[src/rtl/alu_arbiter_if.sv]
// Handshake and Alu bus shared by alu_arbiter and its two requesters.
// The slave modport is the arbiter's view; the master modport is the requester/Alu side.
interface alu_arbiter_if #(
   parameter int W     = 4,
   parameter int SEL_W = 4
);
   logic             req0_valid;
   logic             req0_ready;
   logic [W-1:0]     req0_a;
   logic [W-1:0]     req0_b;
   logic [SEL_W-1:0] req0_sel;
   logic             req1_valid;
   logic             req1_ready;
   logic [W-1:0]     req1_a;
   logic [W-1:0]     req1_b;
   logic [SEL_W-1:0] req1_sel;
   logic             rsp0_valid;
   logic             rsp0_ready;
   logic [W-1:0]     rsp0_res;
   logic             rsp0_err;
   logic             rsp1_valid;
   logic             rsp1_ready;
   logic [W-1:0]     rsp1_res;
   logic             rsp1_err;
   logic [W-1:0]     alu_a;
   logic [W-1:0]     alu_b;
   logic [SEL_W-1:0] alu_sel;
   logic [W-1:0]     alu_res;

   modport slave (
      input  req0_valid, req0_a, req0_b, req0_sel,
      input  req1_valid, req1_a, req1_b, req1_sel,
      input  rsp0_ready, rsp1_ready, alu_res,
      output req0_ready, req1_ready,
      output rsp0_valid, rsp0_res, rsp0_err,
      output rsp1_valid, rsp1_res, rsp1_err,
      output alu_a, alu_b, alu_sel
   );

   modport master (
      output req0_valid, req0_a, req0_b, req0_sel,
      output req1_valid, req1_a, req1_b, req1_sel,
      output rsp0_ready, rsp1_ready, alu_res,
      input  req0_ready, req1_ready,
      input  rsp0_valid, rsp0_res, rsp0_err,
      input  rsp1_valid, rsp1_res, rsp1_err,
      input  alu_a, alu_b, alu_sel
   );
endinterface

[src/rtl/alu_arbiter.sv]
// Two-requester arbiter in front of one combinational Alu; one transaction in flight.
// Define ALU_ARB_RR_EN for round-robin tie-breaking, otherwise requester 0 has fixed priority.
module alu_arbiter #(
   parameter int W       = 4,
   parameter int SEL_W   = 4,
   parameter int NUM_OPS = 13
) (
   input  logic          clk,
   input  logic          rst,
   alu_arbiter_if.slave  bus
);
   typedef enum logic [1:0] {S_IDLE = 2'd0, S_EXEC = 2'd1, S_RESP = 2'd2} state_t;

   state_t           r_state;
   state_t           w_next;
   logic             r_grant;
   logic             w_gnt0;
   logic             w_gnt1;
   logic             w_accept;
   logic             w_rsp_done;
   logic [W-1:0]     r_alu_a_p0;
   logic [W-1:0]     r_alu_b_p0;
   logic [SEL_W-1:0] r_alu_sel_p0;
   logic [W-1:0]     r_res0_p1;
   logic [W-1:0]     r_res1_p1;
   logic             r_err0_p1;
   logic             r_err1_p1;
   logic             r_vld0_p1;
   logic             r_vld1_p1;
`ifdef ALU_ARB_RR_EN
   logic             r_last_grant;
`endif

   function automatic logic f_illegal(input logic [SEL_W-1:0] sel);
      return {1'b0, sel} >= (SEL_W + 1)'(NUM_OPS);
   endfunction

   function automatic logic [W-1:0] f_capture(input logic [W-1:0] res, input logic [SEL_W-1:0] sel);
      return f_illegal(sel) ? '0 : res;
   endfunction

   // Grant is combinational from valid, so ready may only rise in IDLE.
   always_comb begin
      w_gnt0 = 1'b0;
      w_gnt1 = 1'b0;
      if (r_state == S_IDLE) begin
`ifdef ALU_ARB_RR_EN
         if (bus.req0_valid && bus.req1_valid) begin
            w_gnt0 = r_last_grant;
            w_gnt1 = !r_last_grant;
         end else begin
            w_gnt0 = bus.req0_valid;
            w_gnt1 = bus.req1_valid;
         end
`else
         w_gnt0 = bus.req0_valid;
         w_gnt1 = bus.req1_valid && !bus.req0_valid;
`endif
      end
   end

   assign w_accept   = w_gnt0 || w_gnt1;
   assign w_rsp_done = r_grant ? (r_vld1_p1 && bus.rsp1_ready) : (r_vld0_p1 && bus.rsp0_ready);

   always_comb begin
      w_next = r_state;
      case (r_state)
         S_IDLE:  if (w_accept) w_next = S_EXEC;
         S_EXEC:  w_next = S_RESP;
         S_RESP:  if (w_rsp_done) w_next = S_IDLE;
         default: w_next = S_IDLE;
      endcase
   end

   always_ff @(posedge clk or posedge rst) begin
      if (rst) r_state <= S_IDLE;
      else     r_state <= w_next;
   end

   // Stage p0: operands latched on accept and held for the Alu.
   always_ff @(posedge clk or posedge rst) begin
      if (rst) begin
         r_alu_a_p0   <= '0;
         r_alu_b_p0   <= '0;
         r_alu_sel_p0 <= '0;
         r_grant      <= 1'b0;
`ifdef ALU_ARB_RR_EN
         r_last_grant <= 1'b1;
`endif
      end else if (w_accept) begin
         r_alu_a_p0   <= w_gnt1 ? bus.req1_a   : bus.req0_a;
         r_alu_b_p0   <= w_gnt1 ? bus.req1_b   : bus.req0_b;
         r_alu_sel_p0 <= w_gnt1 ? bus.req1_sel : bus.req0_sel;
         r_grant      <= w_gnt1;
`ifdef ALU_ARB_RR_EN
         r_last_grant <= w_gnt1;
`endif
      end
   end

   // Stage p1: Alu result captured leaving EXEC, held until the response handshake.
   always_ff @(posedge clk or posedge rst) begin
      if (rst) begin
         r_res0_p1 <= '0;
         r_res1_p1 <= '0;
         r_err0_p1 <= 1'b0;
         r_err1_p1 <= 1'b0;
         r_vld0_p1 <= 1'b0;
         r_vld1_p1 <= 1'b0;
      end else if (r_state == S_EXEC) begin
         if (r_grant) begin
            r_res1_p1 <= f_capture(bus.alu_res, r_alu_sel_p0);
            r_err1_p1 <= f_illegal(r_alu_sel_p0);
            r_vld1_p1 <= 1'b1;
         end else begin
            r_res0_p1 <= f_capture(bus.alu_res, r_alu_sel_p0);
            r_err0_p1 <= f_illegal(r_alu_sel_p0);
            r_vld0_p1 <= 1'b1;
         end
      end else if (w_rsp_done) begin
         if (r_grant) begin
            r_vld1_p1 <= 1'b0;
            r_err1_p1 <= 1'b0;
         end else begin
            r_vld0_p1 <= 1'b0;
            r_err0_p1 <= 1'b0;
         end
      end
   end

   assign bus.req0_ready = w_gnt0;
   assign bus.req1_ready = w_gnt1;
   assign bus.rsp0_valid = r_vld0_p1;
   assign bus.rsp0_res   = r_res0_p1;
   assign bus.rsp0_err   = r_err0_p1;
   assign bus.rsp1_valid = r_vld1_p1;
   assign bus.rsp1_res   = r_res1_p1;
   assign bus.rsp1_err   = r_err1_p1;
   assign bus.alu_a      = r_alu_a_p0;
   assign bus.alu_b      = r_alu_b_p0;
   assign bus.alu_sel    = r_alu_sel_p0;
endmodule

[src/flat_wrapper.sv]
// flat-port wrapper written by rule: the top's interface ports become plain ports
module alu_arbiter_flat 
#(
   parameter int W       = 4,
   parameter int SEL_W   = 4,
   parameter int NUM_OPS = 13
)
  (clk, rst, bus_req0_valid, bus_req0_a, bus_req0_b, bus_req0_sel, bus_req1_valid, bus_req1_a, bus_req1_b, bus_req1_sel, bus_rsp0_ready, bus_rsp1_ready, bus_alu_res, bus_req0_ready, bus_req1_ready, bus_rsp0_valid, bus_rsp0_res, bus_rsp0_err, bus_rsp1_valid, bus_rsp1_res, bus_rsp1_err, bus_alu_a, bus_alu_b, bus_alu_sel);
  alu_arbiter_if #(.W(W), .SEL_W(SEL_W)) bus_i ();
  input  logic clk;
  input  logic rst;
  input wire logic [$bits(bus_i.req0_valid)-1:0] bus_req0_valid;
  input wire logic [$bits(bus_i.req0_a)-1:0] bus_req0_a;
  input wire logic [$bits(bus_i.req0_b)-1:0] bus_req0_b;
  input wire logic [$bits(bus_i.req0_sel)-1:0] bus_req0_sel;
  input wire logic [$bits(bus_i.req1_valid)-1:0] bus_req1_valid;
  input wire logic [$bits(bus_i.req1_a)-1:0] bus_req1_a;
  input wire logic [$bits(bus_i.req1_b)-1:0] bus_req1_b;
  input wire logic [$bits(bus_i.req1_sel)-1:0] bus_req1_sel;
  input wire logic [$bits(bus_i.rsp0_ready)-1:0] bus_rsp0_ready;
  input wire logic [$bits(bus_i.rsp1_ready)-1:0] bus_rsp1_ready;
  input wire logic [$bits(bus_i.alu_res)-1:0] bus_alu_res;
  output wire logic [$bits(bus_i.req0_ready)-1:0] bus_req0_ready;
  output wire logic [$bits(bus_i.req1_ready)-1:0] bus_req1_ready;
  output wire logic [$bits(bus_i.rsp0_valid)-1:0] bus_rsp0_valid;
  output wire logic [$bits(bus_i.rsp0_res)-1:0] bus_rsp0_res;
  output wire logic [$bits(bus_i.rsp0_err)-1:0] bus_rsp0_err;
  output wire logic [$bits(bus_i.rsp1_valid)-1:0] bus_rsp1_valid;
  output wire logic [$bits(bus_i.rsp1_res)-1:0] bus_rsp1_res;
  output wire logic [$bits(bus_i.rsp1_err)-1:0] bus_rsp1_err;
  output wire logic [$bits(bus_i.alu_a)-1:0] bus_alu_a;
  output wire logic [$bits(bus_i.alu_b)-1:0] bus_alu_b;
  output wire logic [$bits(bus_i.alu_sel)-1:0] bus_alu_sel;
  assign bus_i.req0_valid = bus_req0_valid;
  assign bus_i.req0_a = bus_req0_a;
  assign bus_i.req0_b = bus_req0_b;
  assign bus_i.req0_sel = bus_req0_sel;
  assign bus_i.req1_valid = bus_req1_valid;
  assign bus_i.req1_a = bus_req1_a;
  assign bus_i.req1_b = bus_req1_b;
  assign bus_i.req1_sel = bus_req1_sel;
  assign bus_i.rsp0_ready = bus_rsp0_ready;
  assign bus_i.rsp1_ready = bus_rsp1_ready;
  assign bus_i.alu_res = bus_alu_res;
  assign bus_req0_ready = bus_i.req0_ready;
  assign bus_req1_ready = bus_i.req1_ready;
  assign bus_rsp0_valid = bus_i.rsp0_valid;
  assign bus_rsp0_res = bus_i.rsp0_res;
  assign bus_rsp0_err = bus_i.rsp0_err;
  assign bus_rsp1_valid = bus_i.rsp1_valid;
  assign bus_rsp1_res = bus_i.rsp1_res;
  assign bus_rsp1_err = bus_i.rsp1_err;
  assign bus_alu_a = bus_i.alu_a;
  assign bus_alu_b = bus_i.alu_b;
  assign bus_alu_sel = bus_i.alu_sel;
  alu_arbiter #(.W(W), .SEL_W(SEL_W), .NUM_OPS(NUM_OPS)) u_core (.clk(clk), .rst(rst), .bus(bus_i));
endmodule
[config.mk]
export PLATFORM = sky130hd
export DESIGN_NAME = alu_arbiter_flat
export DESIGN_NICKNAME = d
export VERILOG_FILES = /design/src/rtl/alu_arbiter_if.sv /design/src/rtl/alu_arbiter.sv /design/src/flat_wrapper.sv
export SDC_FILE = /design/constraint.sdc
export NUM_CORES = 1
export LEC_CHECK = 0
export CORE_MARGIN = 5
export CORE_UTILIZATION = 39
export DETAILED_ROUTE_END_ITERATION = 10
export PLACE_DENSITY = 0.79
export SLEW_MARGIN = 20
export SYNTH_ARGS = -nofsm -noshare
export SYNTH_HDL_FRONTEND = slang
export SYNTH_SLANG_ARGS = --single-unit
[constraint.sdc]
create_clock -name clk -period 1.7 [get_ports clk]
set_input_delay 0.34 -clock clk [delete_from_list [all_inputs] [get_ports clk]]
set_output_delay 0.34 -clock clk [all_outputs]
set_load 0.03 [all_outputs]
; ---- After elaboration in Yosys (flattened, before gate mapping)
; Cells that the tools add are included.
[classes]
n_reduce_logical = 12
bitwise = 1
order_cmp = 1
n_eq_ne = 4
muxes = 22
[op_table]
columns = op, n
row1 = 4-bit two-way mux, 4
row2 = 1-bit two-way mux, 15
row3 = 2-bit AND reduction, 5
row4 = 2-bit case mux with 3 select lines, 1
row5 = "4-bit >= comparator, second input constant", 1
row6 = 2-bit two-way mux, 2
row7 = "2-bit by 1-bit != test with 1-bit output, second input constant", 2
row8 = 1-bit logical AND, 3
row9 = "2-bit by 1-bit == test with 1-bit output, second input constant", 1
row10 = "2-bit == test, second input constant", 1
row11 = 2-bit zero test, 1
row12 = 2-bit nonzero test, 1
row13 = 1-bit zero test, 1
row14 = 1-bit logical OR, 1
row15 = 1-bit inverter, 1
[word_totals]
wordCells = 51
out_inout_bits = 26
reg_bits = 27
inputBits = 34

; ---- Depth between registers and ports, before layout
; Gate-level depths: netlist (run 1).
[logic_depth]
ltp_word = 6
ltp_mapped = 5
ltp_nobuf = 3

; ---- Worst setup path before layout (run 1)
; Ideal clock, no wire load.
[synth_path]
kind = register to output
start = register u_core.r_state[1]
end = output port bus_req1_ready
stages_incl_launch_ff = 4
n_path_buf = 0
required_time_ns = 1.360
t_arrival_ns = 1.219
slack_ns = 0.141
cell_sequence = dfrtp_1 > nor2_1 > nand2_1 > nor2_1
[synth_between]
elab_chain_cells = 2
[synth_rtl]
columns = item, line_no
row1 = "start, declared", alu_arbiter.sv:14  ; state_t r_state;
row2 = "start signal, assigned", alu_arbiter.sv:77  ; else r_state <= w_next;
row3 = 2-bit zero test, alu_arbiter.sv:46  ; if (r_state == S_IDLE) begin
row4 = 1-bit two-way mux, alu_arbiter.sv:46
row5 = "end, declared", flat_wrapper.sv:24  ; output wire logic [$bits(bus_i.req1_ready)-1:0] bus_req1_ready;
; Every way passes these cells.

; ---- Worst setup path in the final report (run 1)
; Ends and elaborated chain as after synthesis.

==> impl_metrics.ini, run 1 <==
[final_layout]
layout_common_cells = clkdlybuf4s50_1, dfrtp_1, dlygate4sd2_1
fin_area_mm2 = 0.00184
final_common_cell = clkdlybuf4s50_1
diodes = 0
drive_gt1_frac = 0.106
final_cells = 210
area_delta_synth_final_pct = 57.2
fillCellCount = 242
layout.nets = 214

[clock_tree]
clk_pin_slew_ps = 150
clk_latency_ps = 310
clock_tree.buffer_depth = 2
h-tree-depth = 1
root_buffer = clkbuf_4
cts_tree = yes
cts.sinks = 27
numCtsBuffers = 3

[floorplanning]
die_y_um = 64.8
start_util = 0.414
pin_count = 60
num_rows = 19
dieArea_mm2 = 0.00420
die_w_um = 64.8
coreArea_mm2 = 0.00283

[timing]
relSlewSlack = 0.645
tightest_slew_ps = 530
fmax_ghz = 0.621
period_minus_slack_ps = 1610
slew_viol_final = 0
hold-worst-slack_ps = 387
setup_viol = 0
hold_viol_final = 0
finalClockSkew_ps = 4.76
post-route-period-util = 0.947
fin_setup_tns_ps = 0

[yosys]
ys.flop_type = dfrtp_1
yosys.area.top_type_share = 0.576
synth-seq-cells = 27
synthCells = 114
synth_area_leaders = dfrtp_1, a22oi_1, o2bb2ai_1
yosys.area.top_type = dfrtp_1
yosys_warnings = 0
syn_area_per_cell_um2 = 10.3
synthArstFlopShare = 1.00
syn-cell-area_mm2 = 0.00117
synthesis.nets = 148
yosysSeqAreaShare = 0.576
synth_edf_count = 0
ys_types = 21

[routing]
via_per_inst = 5.27
drt-initial-drc-count = 45
drc = 0
routed_wl_mm = 3.27
vias = 1107
wl_per_cell_um = 15.6
drtPass1Iterations = 2
antenna_left = 0

[global_route]
grt_pass1_wl_mm = 5.55
antenna_found_initial = 0
grtUsageTotal = 0.164
grt-ovfl-total = 0
grt_max_degree = 28
grt_pass1_vias = 1205

[pwr]
p_sw_frac = 0.474
p_leak_uw = 0.000864
pwr-share-clk = 0.084
share_comb_of_total_power = 0.554
cellInternalPower_uw = 1720
seqPwrFrac = 0.363
power_density_mw_per_mm2 = 1770
power_uw = 3270
switchingPower_uw = 1550
peakVddDrop_mv = 1.13

[setup_path]
cp_max_fo = 5
r2r_start = u_core.r_state[1]$_DFFE_PP0P_
worst_setup_path_start_kind = register
timing.rr.end = u_core.bus.rsp0_err$_DFFE_PP0P_
rr_worst_depth = 4
cp-end-kind = primary output
cp.arrival_ps = 1270
critPathRequiredTime_ps = 1360
r2r_slack_ps = 200
crit_type = register to primary output

[placement]
dp_cells = 204
dpl.hpwl_mm = 2.59
routabilityCongestion = 0.755
placed_cell_area_mm2 = 0.00182
io_buffers = 59

[run]
timing.max_cap.violations = 0

[min_path]
hp-class = input pin to asynchronous set/reset pin

[run_status]
status = completed
## Yosys cell counts, types with 2 or more instances
| library cell | n |
|---|---|
| a22oi_1 | 12 |
| a31oi_1 | 4 |
| buf_2 | 3 |
| clkbuf_1 | 4 |
| dfrtp_1 | 27 |
| inv_1 | 3 |
| nand2_1 | 18 |
| nand3_1 | 3 |
| nand3b_1 | 2 |
| nor2_1 | 3 |
| nor2b_1 | 5 |
| o21ai_0 | 10 |
| o21ai_1 | 5 |
| o2bb2ai_1 | 8 |
## worst max path at each step
stage                                             start                           endpoint  slack (ps)  cells past startpoint
after floorplan           u_core.r_state[1]$_DFFE_PP0P_                     bus_req1_ready         140                      3
after global placement                   bus_req0_valid                     bus_req0_ready          10                      3
after detailed placement                 bus_req1_valid  u_core.bus.alu_sel[3]$_DFFE_PP0P_         -40                      4
after CTS                                bus_req0_valid                     bus_req0_ready          30                      3
after global routing      u_core.r_state[1]$_DFFE_PP0P_                     bus_req1_ready      -0.005                      4
final                     u_core.r_state[1]$_DFFE_PP0P_                     bus_req1_ready          90                      4
## through the flow
| step | setup WS, ps | util |
|---|---|---|
| after floorplan | 141 | - |
| after global placement | 14.9 | 0.643 |
| after detailed placement | -36.4 | 0.643 |
| after CTS | 30.5 | 0.642 |
| after global routing | -0.00511 | 0.651 |
| final | 90.7 | 0.651 |
## state kept, by name (all words and copies together), names as in the netlist
name	count
u_core.bus.rsp0_err	1
u_core.r_state	2
u_core.bus.alu_sel	4
u_core.bus.rsp1_res	4
u_core.bus.rsp0_valid	1
u_core.r_grant	1
u_core.bus.rsp1_valid	1
u_core.bus.rsp0_res	4
u_core.bus.alu_b	4
u_core.bus.alu_a	4
u_core.bus.rsp1_err	1
## per-layer routing
| metal | vias to the layer above | wire [um] | part of all wire | track usage |
|---|---|---|---|---|
| met5 | - | 0 | 0 | 0 |
| met1 | 541 | 1360 | 0.41 | 0.222 |
| met2 | 23 | 1770 | 0.54 | 0.280 |
| met4 | 0 | 27 | 0.0083 | 0.0396 |
| met3 | 2 | 116 | 0.035 | 0.0225 |
| li1 | 541 | - | - | - |
## cell type report
| cell class | instances | area (um^2) | area share |
|---|---|---|---|
| clock buffer | 3 | 22.5 | 0.0122 |
| clock inverter | 1 | 5.00 | 0.00272 |
| inverter | 3 | 11.3 | 0.00611 |
| multi-input combinational | 77 | 462 | 0.251 |
| sequential | 27 | 678 | 0.368 |
| tap | 31 | 38.8 | 0.0210 |
| timing repair buffer | 68 | 626 | 0.339 |
## critical path: stages (launching register included)
cell and delay (ps):
dfrtp_2 470, nor2_1 160, nand2_1 70, nor2_1 90
buf_4 160
## logic make-up (layout without fill, tap and decap cells)
| logic type | after synthesis | in the layout | synth area share |
|---|---|---|---|
| AOI/OAI and AO/OA | 42 | 42 | 0.240 |
| buffers and inverters | 10 | 75 | 0.0352 |
| DFF | 27 | 27 | 0.576 |
| and+or+nand+nor | 35 | 35 | 0.148 |
## power by group through the flow
stage,logic [uW],registers (uW),clock network (uW)
floorplan,597,1710,0
global placement,1930,1180,0
detailed placement,1970,1200,0
CTS,1780,1180,275
global route,1950,1230,302
finish,1810,1190,273
## timing repair
action | 4_1_cts | 5_1_grt
hold buffers | 0 | 0
gates resized for setup | 24 | 4
setup endpoints to repair | 24 | 2
buffers inserted | 0 | 2
Note: power is estimated with default switching activity, not from simulation.
==> run 2, diff against run 1 <==
- ABC_AREA: unset -> 1
- CORE_UTILIZATION: 39 -> 41
- PLACE_DENSITY: 0.79 -> 0.8
==> run 2 against run 1 <==
  * Sequential share of layout area down 3.2 points
  * Critical path type unchanged
  * Utilization up 0.71 points
  * Non-clock buffer count up 2
  * Combinational power up 17%
  * Design area up 9.1%
  * Routed wire length down 1.0%
  * Critical endpoint is now bus_req0_ready
==> impl_metrics.ini, run 2 <==
[setup_path]
worst_setup_path_start_kind = register
cp_top_family = flip-flops
critPathRequiredTime_ps = 1360
cp.arrival_ps = 1280
crit_type = register to primary output
worst-path-stages = 4
critical_path.max_stage_delay_ps = 460
cp-end-kind = primary output
crit_chain = nor2_4, nand2_1, inv_2, buf_6
cpMaxStageDelayCell = dfrtp_1
rr_worst_depth = 6
path_buf_inv = 2
cp_max_fo = 7

[final_layout]
final_common_cell = nand2_1
diodes = 0
drive_gt1_frac = 0.0932
final_cells = 280
multiInputGateArea_um2 = 553
area_delta_synth_final_pct = 54.2
regArea_um2 = 676
fillCellCount = 286
layout_common_cells = nand2_1, clkdlybuf4s50_1, nor2_1, dfrtp_1, dlygate4sd2_1
fin_area_mm2 = 0.00201
layout.nets = 271

[floorplanning]
coreArea_mm2 = 0.00305
num_rows = 20
start_util = 0.427
dieArea_mm2 = 0.00441
die_y_um = 66.4
die_w_um = 66.4
pin_count = 60

[timing]
tightest_slew_ps = 625
post-route-period-util = 0.954
finalClockSkew_ps = 8.12
period_minus_slack_ps = 1620
fmax_ghz = 0.617
relSlewSlack = 0.580
hold_viol_final = 0
rsz0062_at_grt = true
slew_viol_final = 0
hold-worst-slack_ps = 356
setup_ws_ps = 78.7
setup_viol = 0

[yosys]
yosys.area.top_type = dfrtp_1
yosysMostFrequentCell = nand2_1
yosys.area.top_type_share = 0.518
ys_types = 16
syn-cell-area_mm2 = 0.00130
ys.flop_type = dfrtp_1
synth_edf_count = 0
ys_top_cells_by_count = nand2_1, dfrtp_1, nor2_1
yosys_warnings = 0
syn_area_per_cell_um2 = 7.81
yosysSeqAreaShare = 0.518
synth-seq-cells = 27
synthesis.nets = 201
synthArstFlopShare = 1.00
synthCells = 167
synth_area_leaders = dfrtp_1, nand2_1, nor2_1

[routing]
drtPass1Iterations = 4
via_per_inst = 4.60
drt-initial-drc-count = 45
antenna_left = 0
wl_per_cell_um = 11.6
vias = 1287
routed_wl_mm = 3.24
drc = 0

[clock_tree]
ctsHoldBuffers = 0
clk_pin_slew_ps = 150
clk_latency_ps = 320
h-tree-depth = 1
root_buffer = clkbuf_4
numCtsBuffers = 3
cts.sinks = 27
cts_tree = yes
clock_tree.buffer_depth = 2

[global_route]
grt-ovfl-total = 0
antenna_found_initial = 0
grtUsageTotal = 0.157
grt_pass1_wl_mm = 5.38
grt_pass1_vias = 1220
grt_max_degree = 28

[placement]
place_ws_ps = 104
routabilityCongestion = 0.798
placed_cell_area_mm2 = 0.00198
dp_cells = 272
io_buffers = 59
dpl.hpwl_mm = 2.46

[pwr]
peakVddDrop_mv = 0.961
p_leak_uw = 0.00105
power_density_mw_per_mm2 = 1770

[run_status]
status = completed

[run]
timing.max_cap.violations = 0

[min_path]
hp-class = input pin to asynchronous set/reset pin
run 2: cell count changes after synthesis, sizes merged, moves of 4 or more:
cell	before	now
o2bb2ai	8	0
inv	3	11
nand3	3	11
a22oi	12	0
nand2	18	67
nand3b	2	12
nor2	3	29
clkbuf	4	0
o21ai	16	4
nor2b	5	0
a31oi	4	0
run 2: cells by family after synthesis:
family	count (synthesis)	synth area share
DFF	27	0.518
and+or+nand+nor	120	0.400
AOI/OAI and AO/OA	4	0.0240
buffers and inverters	16	0.0576
run 2: metrics by stage:
step                      setup TNS (ps)  utilization  total power, uW
final                                  0        0.659             3560
after global routing               -51.0        0.659             3850
after CTS                              0        0.646             3510
after detailed placement               0        0.647             3430
after global placement                 0        0.647             3400
after floorplan                        0            -             2510
run 2: repair_timing:
action / CTS / global route
setup endpoints to repair: 24 / 2
buffers inserted: 0 / 4
gates resized for setup: 24 / 3
gates cloned: 0 / 0
pin swaps: 0 / 1
run 2: worst paths after layout:
kind | from | slack [ps] | to
worst min-delay path | rst | 360 | u_core.bus.alu_sel[2]$_DFFE_PP0P_
worst max-delay path | u_core.r_state[1]$_DFFE_PP0P_ | 80 | bus_req0_ready
max in group asynchronous | rst | 1090 | u_core.r_state[0]$_DFFE_PP0P_
worst max register to register | u_core.r_state[1]$_DFFE_PP0P_ | 450 | u_core.bus.alu_sel[2]$_DFFE_PP0P_
min in group clk | u_core.bus.alu_b[2]$_DFFE_PP0P_ | 490 | u_core.bus.alu_b[2]$_DFFE_PP0P_
worst min register to register | u_core.bus.alu_b[2]$_DFFE_PP0P_ | 490 | u_core.bus.alu_b[2]$_DFFE_PP0P_
run 2: cell type report:
cell class	instances	area share
inverters	11	0.0205
flip-flops and latches	27	0.336
well taps	44	0.0274
clock buffers	3	0.0112
multi-input cells	124	0.275
repair buffers	70	0.327
clock inverters	1	0.00249
run 2: worst reg2reg max path, stage by stage, from the launching register on:
cell and delay (ps):
dfrtp_1 460, nor2_4 200, buf_4 150, buf_4 150, nand3b_1 90, nand2_1 70
nand2_1 50
run 2: per-layer routing:
layer | global-route usage | part of all wire | vias to the layer above
met5 | 0 | 0 | -
met4 | 0.0635 | 0.028 | 0
met3 | 0.0374 | 0.054 | 8
met2 | 0.273 | 0.51 | 40
met1 | 0.185 | 0.41 | 582
li1 | - | - | 657
run 2: where the power goes:
group	total (uW)	switching, uW	internal (uW)
logic	2110	1330	779
registers	1170	204	966
clock network	273	185	88.2
total	3560	1720	1830
